===== config.mk =====
export PLATFORM = sky130hd
export DESIGN_NAME = mem_access_ctrl
export DESIGN_NICKNAME = d
export VERILOG_FILES = /design/src/rtl/mem_access_ctrl.sv
export SDC_FILE = /design/constraint.sdc
export NUM_CORES = 1
export LEC_CHECK = 0
export BUFFER_PORTS_ARGS = -buffer_cell sky130_fd_sc_hd__buf_2
export CELL_PAD_IN_SITES_DETAIL_PLACEMENT = 1
export CELL_PAD_IN_SITES_GLOBAL_PLACEMENT = 1
export CORE_MARGIN = 1
export CORE_UTILIZATION = 32
export CTS_CLUSTER_DIAMETER = 30
export DETAILED_ROUTE_END_ITERATION = 6
export GPL_TIMING_DRIVEN = 0
export PLACE_DENSITY_LB_ADDON = 0.1
export SYNTH_ARGS = -nofsm -noshare
export SYNTH_HDL_FRONTEND = slang
export SYNTH_SLANG_ARGS = --single-unit

===== constraint.sdc =====
create_clock -name I_CLK -period 1.6 [get_ports I_CLK]
set_input_delay 0.24 -clock I_CLK [delete_from_list [all_inputs] [get_ports I_CLK]]
set_output_delay 0.24 -clock I_CLK [all_outputs]
set_load 0.02 [all_outputs]

===== src/rtl/mem_access_ctrl.sv =====
// Single-port RAM access sequencer: arbitrates fetch (IF) and load/store (LS) requests
// onto one negedge-clocked RAM. Optional address bounds check: define MEM_BOUNDS_CHECK_EN.
module mem_access_ctrl #(
    parameter int unsigned ADDR_W    = 16,
    parameter int unsigned DATA_W    = 16,
    parameter int unsigned MEM_WORDS = 9
) (
    input  logic              I_CLK,
    input  logic              I_RST_N,
    input  logic              I_IF_REQ,
    input  logic [ADDR_W-1:0] I_IF_ADDR,
    output logic              O_IF_GNT,
    output logic              O_IF_RVALID,
    output logic [DATA_W-1:0] O_IF_RDATA,
    output logic              O_IF_ERR,
    input  logic              I_LS_REQ,
    input  logic              I_LS_WE,
    input  logic [ADDR_W-1:0] I_LS_ADDR,
    input  logic [DATA_W-1:0] I_LS_WDATA,
    output logic              O_LS_GNT,
    output logic              O_LS_RVALID,
    output logic [DATA_W-1:0] O_LS_RDATA,
    output logic              O_LS_ERR,
    output logic              O_RAM_WE,
    output logic [ADDR_W-1:0] O_RAM_ADDR,
    output logic [DATA_W-1:0] O_RAM_WDATA,
    input  logic [DATA_W-1:0] I_RAM_RDATA,
    output logic              O_BUSY
);

`ifdef MEM_BOUNDS_CHECK_EN
    localparam bit BOUNDS_EN = 1'b1;
`else
    localparam bit BOUNDS_EN = 1'b0;
`endif
    localparam logic [ADDR_W:0] MEM_LIMIT = (ADDR_W+1)'(MEM_WORDS);

    typedef enum logic [1:0] {ST_IDLE, ST_ACCESS, ST_RESP} state_t;
    typedef enum logic {OWN_IF, OWN_LS} owner_t;

    state_t            state;
    state_t            state_nxt;
    owner_t            owner;
    logic              issue_if;
    logic              issue_ls;
    logic              issue;
    logic              issue_oob;
    logic [ADDR_W-1:0] issue_addr;
    logic              store_q;
    logic              oob_q;

    always_comb begin
        state_nxt = state;
        issue_if  = 1'b0;
        issue_ls  = 1'b0;
        case (state)
            ST_IDLE, ST_RESP: begin
                // Grants are suppressed while reset is held so every output reads 0.
                if (I_RST_N && I_LS_REQ) begin
                    issue_ls = 1'b1;
                end else if (I_RST_N && I_IF_REQ) begin
                    issue_if = 1'b1;
                end
                state_nxt = (issue_ls || issue_if) ? ST_ACCESS : ST_IDLE;
            end
            ST_ACCESS: state_nxt = ST_RESP;
            default:   state_nxt = ST_IDLE;
        endcase
    end

    assign issue      = issue_if | issue_ls;
    assign issue_addr = issue_ls ? I_LS_ADDR : I_IF_ADDR;
    assign issue_oob  = BOUNDS_EN && ({1'b0, issue_addr} >= MEM_LIMIT);

    assign O_IF_GNT    = issue_if;
    assign O_LS_GNT    = issue_ls;
    assign O_IF_RVALID = (state == ST_RESP) && (owner == OWN_IF);
    assign O_LS_RVALID = (state == ST_RESP) && (owner == OWN_LS);
    assign O_BUSY      = (state != ST_IDLE);

    always_ff @(posedge I_CLK or negedge I_RST_N) begin
        if (!I_RST_N) begin
            state <= ST_IDLE;
        end else begin
            state <= state_nxt;
        end
    end

    always_ff @(posedge I_CLK or negedge I_RST_N) begin
        if (!I_RST_N) begin
            owner       <= OWN_IF;
            store_q     <= 1'b0;
            oob_q       <= 1'b0;
            O_RAM_WE    <= 1'b0;
            O_RAM_ADDR  <= '0;
            O_RAM_WDATA <= '0;
            O_IF_RDATA  <= '0;
            O_LS_RDATA  <= '0;
            O_IF_ERR    <= 1'b0;
            O_LS_ERR    <= 1'b0;
        end else if (issue) begin
            owner      <= issue_ls ? OWN_LS : OWN_IF;
            store_q    <= issue_ls && I_LS_WE;
            oob_q      <= issue_oob;
            O_RAM_ADDR <= issue_addr;
            if (issue_ls) begin
                O_RAM_WDATA <= I_LS_WDATA;
            end
            O_RAM_WE <= issue_ls && I_LS_WE && !issue_oob;
        end else if (state == ST_ACCESS) begin
            // WE must be low before the falling edge of RESP/IDLE; the RAM writes on every low edge.
            O_RAM_WE <= 1'b0;
            if (owner == OWN_LS) begin
                if (oob_q) begin
                    O_LS_RDATA <= '0;
                end else if (!store_q) begin
                    O_LS_RDATA <= I_RAM_RDATA;
                end
                O_LS_ERR <= oob_q;
            end else begin
                O_IF_RDATA <= oob_q ? '0 : I_RAM_RDATA;
                O_IF_ERR   <= oob_q;
            end
        end
    end

endmodule


* Word level (Yosys, flattened, before mapping)
Index checks and enable logic that the tools add are counted.
** Word-level totals
- Flip-flop bits (word level) :: 69
- Input port bits :: 69
- Output and inout port bits :: 72
- Word-level logic and storage cells :: 41
** Operators by class
- Equal/unequal tests :: 2
- Mux-type cells :: 14
- Bitwise operators :: 4
- Reduce and logical (&&, ||, !) cells :: 13
** Operator list (count)
- 16-bit two-way mux :: 2
- 1-bit two-way mux :: 11
- 1-bit logical AND :: 5
- 2-bit case mux with 2 select lines :: 1
- 4-bit AND reduction :: 1
- 2-bit nonzero test :: 2
- 1-bit NOT :: 3
- 3-bit AND reduction :: 1
- 2-bit by 1-bit == test with 1-bit output (second input constant) :: 1
- 2-bit == test (second input constant) :: 1
- 2-bit zero test :: 1
- 2-bit AND reduction :: 1
- 2-bit OR reduction :: 1
- 1-bit logical OR :: 1
- 1-bit bitwise OR :: 1

* Depth between registers and ports, before layout
- Depth after elaboration :: 8
- Mapped depth :: 5
- Depth with buffers taken out :: 4

* Least setup slack after synthesis
Ideal clock, no wire load.
- Path type :: register to register
- Start point :: register state[0]
- End point :: register O_RAM_WDATA[10]
- Setup time :: 0.125 ns
- Arrival time :: 1.361 ns
- Data required time :: 1.475 ns
- Path slack :: 0.114 ns
- Cell stages (with the launch flop) :: 6
- Buffers on the path :: 1
- Period minus slack after synthesis :: 1.486 ns
- Cells stage by stage :: dfrtp_1 -> nor2b_1 -> nand2_1 -> inv_2 -> buf_4 -> mux2_2
** On the way
- Longest elaborated chain between the ends :: 5
- Elaborated cells on any way between the ends :: 7
- Those cells by class :: eq/ne (1); mux (2); bitwise (1); reduce/logical (3)
** Ends and longest elaborated chain
- start, declared :: line 41 : state_t state;
- start signal, assigned :: line 85 : state <= state_nxt;
- 2-bit == test or 2-bit zero test (tied branches) :: line 56 : case (state)
- 2-bit OR reduction (*) :: line 56
- 1-bit two-way mux (*) :: line 56
- named net O_LS_GNT :: line 20 : output logic O_LS_GNT,
- 1-bit bitwise OR :: line 71 : assign issue = issue_if | issue_ls;
- 2-bit AND reduction (no line) (*)
- end signal, assigned :: line 96 : O_RAM_WDATA <= '0;
- end signal, assigned :: line 107 : O_RAM_WDATA <= I_LS_WDATA;
- end, declared :: line 26 : output logic [DATA_W-1:0] O_RAM_WDATA,
Mark *: on every way through the listed nets, which the timed path passes. The rest lies on a longest branch.
A chain may end at the register's enable or synchronous reset.

* Worst setup path in the final report
- Start point :: register state[0]
- End point :: output O_IF_GNT
** On the way
- Longest elaborated chain between the ends :: 3
- Elaborated cells on any way between the ends :: 4
- Those cells by class :: eq/ne (1); mux (1); reduce/logical (2)
** Ends and longest elaborated chain
- 2-bit == test or 2-bit zero test (tied branches) :: line 56
- 2-bit OR reduction (*) :: line 56
- 1-bit two-way mux (*) :: line 56
- end, declared :: line 12 : output logic O_IF_GNT,
Mark *: on every way between the ends. The rest lies on a longest branch, timed or not.

==> summary.txt <==
Status
  • Outcome: finished, final reports clean

Floorplanning
  • Die ar.: 0.00916 mm²
  • Top Ports: 141
  • Die Y: 95.7 µm
  • Die W: 95.7 µm
  • Std cell rows: 33
  • Area of the core: 0.00834 mm²
  • Starting Density: 0.337

GRT
  • Initial antenna violation count: 0
  • Global Route Usage Sum: 0.154
  • Largest net degree at the start of global routing: 70
  • First-pass GRT wire length: 10.5 mm
  • Vias in the first global route: 2170
  • Congestion Overflow GR: 0

Flow run
  • Max Cap Violations: 0

Routing
  • WL per Instance: 15.1 µm
  • DRT antenna net count: 0
  • Drt drc: 0
  • DRT Pass-1 Iters: 4
  • WL final: 6.86 mm
  • Vias: 2048
  • Initial DRC Count: 18
  • Via-to-Cell Ratio: 4.52

Yosys
  • Post-synth EDFFs: 0
  • Seq/Total Area, Yosys: 0.614
  • Synth area leaders: dfrtp_1 (61%), mux2_2 (32%), buf_4 (1.1%), buf_2 (0.71%), nor3_4 (0.58%)
  • Netlist cell types: 19
  • Async SR Flop Fraction: 1.00
  • Synth area leader: dfrtp_1
  • Synth top cells by count: mux2_2 (80), dfrtp_1 (69), buf_2 (4), buf_4 (4), inv_1 (4)
  • Cell area after synthesis: 0.00281 mm²
  • Syn Area/Cell: 15.8 µm²
  • Primary FF master, synth: dfrtp_1
  • Mapped Cells: 178
  • YS warnings: 0
  • Most common cell in the netlist: mux2_2
  • Flops & latches, synth: 69
  • Area share of the leading cell type in the synthesized netlist: 0.614

Final layout
  • Total of fill cells in the finished design: 888
  • Share of cells above drive strength 1: 0.750
  • Storage cell area: 0.00173 mm²
  • Post-Layout Cell Count: 453
  • Final Instance Area: 0.00402 mm²
  • Antenna diodes: 0
  • Area Growth Syn to Fin: 42.9%
  • Area taken by multi-input logic gates: 0.00103 mm²
  • Final #Nets: 413

Clocking
  • CTS sink count: 69
  • Clock insertion delay at the later pin of the skew report: 0.33 ns
  • CTS max path bufs: 2
  • H-tree levels: 3
  • CTS tree: done
  • Root Driver: clkbuf_8
  • CTS buffer count: 9
  • Clock-pin slew on the worst setup and hold paths: 0.07 ns

Critical path
  • Slowest CP cell: dfrtp_2
  • Crit end category: output pin
  • CP Data Arrival Time: 1.29 ns
  • Worst path bufs/invs: 1
  • CP cell instances: nor2b_4 -> and3b_1 -> buf_2
  • Critical path fanouts, max: 5
  • Worst EP required: 1.36 ns
  • Crit-path max cell delay: 0.46 ns
  • CP delay by family, top: flip-flops
  • Worst setup SP type: flip-flop
  • WS Path Type: reg -> out

STA
  • WHS: 0.136 ns
  • Final-report hold violation count: 0
  • Fmax: 0.656 GHz
  • Final setup fails: 0
  • Pins Over Slew Limit: 0
  • RSZ-0062 raised after global routing: no
  • Tmin final: 1.53 ns
  • Final Skew: 0.00308 ns
  • Fin crit share: 0.953

Power
  • Pwr dens: 1410 mW/mm²
  • VDD IR max: 648 µV
  • Leakage: 1.99 nW

Min path
  • Hold Crit Class: in -> reg

Placed design
  • Placed Area: 0.00366 mm²
  • Dpl cells: 422
  • Gpl congestion: 0.677
  • Buffers on Ports: 137
  • Post-DP HPWL: 4.88 mm
layer usage:
layer  global-route usage  wire length (µm)  vias up
li1                     -                 -      952
met1                0.180              2800     1013
met2                0.259              3450       79
met3               0.0703               560        4
met4               0.0373                47        0
met5                    0                 0        -
state kept, by name (all words and copies together) (netlist names):
register and count:
O_RAM_WE 1, O_RAM_WDATA 16, state 2, store_q 1
O_RAM_ADDR 16, O_IF_RDATA 16, O_LS_RDATA 16, owner 1
layout by cell type (no fill, tap or decap), types with 2 or more instances in the layout:
cell type,instances
mux2_2,80
nor3b_1,2
dfrtp_1,68
dlygate4sd3_1,2
buf_6,2
clkinv_2,2
buf_2,139
conb_1,2
clkbuf_1,3
buf_4,17
clkbuf_8,10
inv_1,4
o22ai_1,2
path summary, 6_finish.rpt:
check                               start               to  slack (ns)  depth (start not counted)
max                              state[0]         O_IF_GNT        0.07                          3
min                        I_LS_WDATA[10]  O_RAM_WDATA[10]        0.14                          2
max reg2reg                      state[0]    O_RAM_ADDR[2]        0.09                          4
min reg2reg                O_LS_RDATA[15]   O_LS_RDATA[15]        0.50                          1
max in group asynchronous         I_RST_N    O_LS_RDATA[9]        0.80                          3
min in group asynchronous         I_RST_N   O_RAM_ADDR[11]        0.32                          2
through the flow:
step / TNS [ns] / setup slack, ns / total power [mW] / utilization
finish: 0 / 0.0746 / 5.67 / 0.482
CTS: -0.00131 / -0.00131 / 5.74 / 0.463
detailed placement: -12.63 / -0.419 / 4.49 / 0.439
global placement: -55.53 / -1.29 / 4.43 / 0.435
global route: 0 / 0.00784 / 6.04 / 0.482
floorplan: 0 / 0.114 / 3.71 / -
cell type report:
type | instances | area share
well taps | 105 | 0.0327
inverters | 5 | 0.00779
plain buffers | 8 | 0.0134
clock buffers | 13 | 0.0371
multi-input cells | 96 | 0.256
clock inverters | 2 | 0.00249
repair buffers | 155 | 0.220
flip-flops and latches | 69 | 0.430
cell families after synthesis:
logic type,after synthesis,share of synthesized area
multiplexers,80,0.320
buffers and inverters,14,0.0285
flip-flops,69,0.614
AO/OA/AOI/OAI,4,0.00890
AND/OR/NAND/NOR,10,0.0267
other,1,0.00133
power breakdown:
part / switching (mW) / internal (mW) / total (mW) / leakage (nW)
Clock: 0.600 / 0.594 / 1.19 / 0.0833
Sequential: 0.240 / 2.24 / 2.48 / 0.818
Combinational: 1.12 / 0.879 / 2.00 / 1.09
Total: 1.96 / 3.71 / 5.67 / 1.99
what timing repair did:
item,4_1_cts,5_1_grt
pin swaps,2,0
endpoints found under the setup margin,30,5
setup buffers,2,11
cloned,0,1
resized for setup,11,1
endpoints found under the hold margin,69,69
No activity file was read; power rests on OpenSTA's default activity.
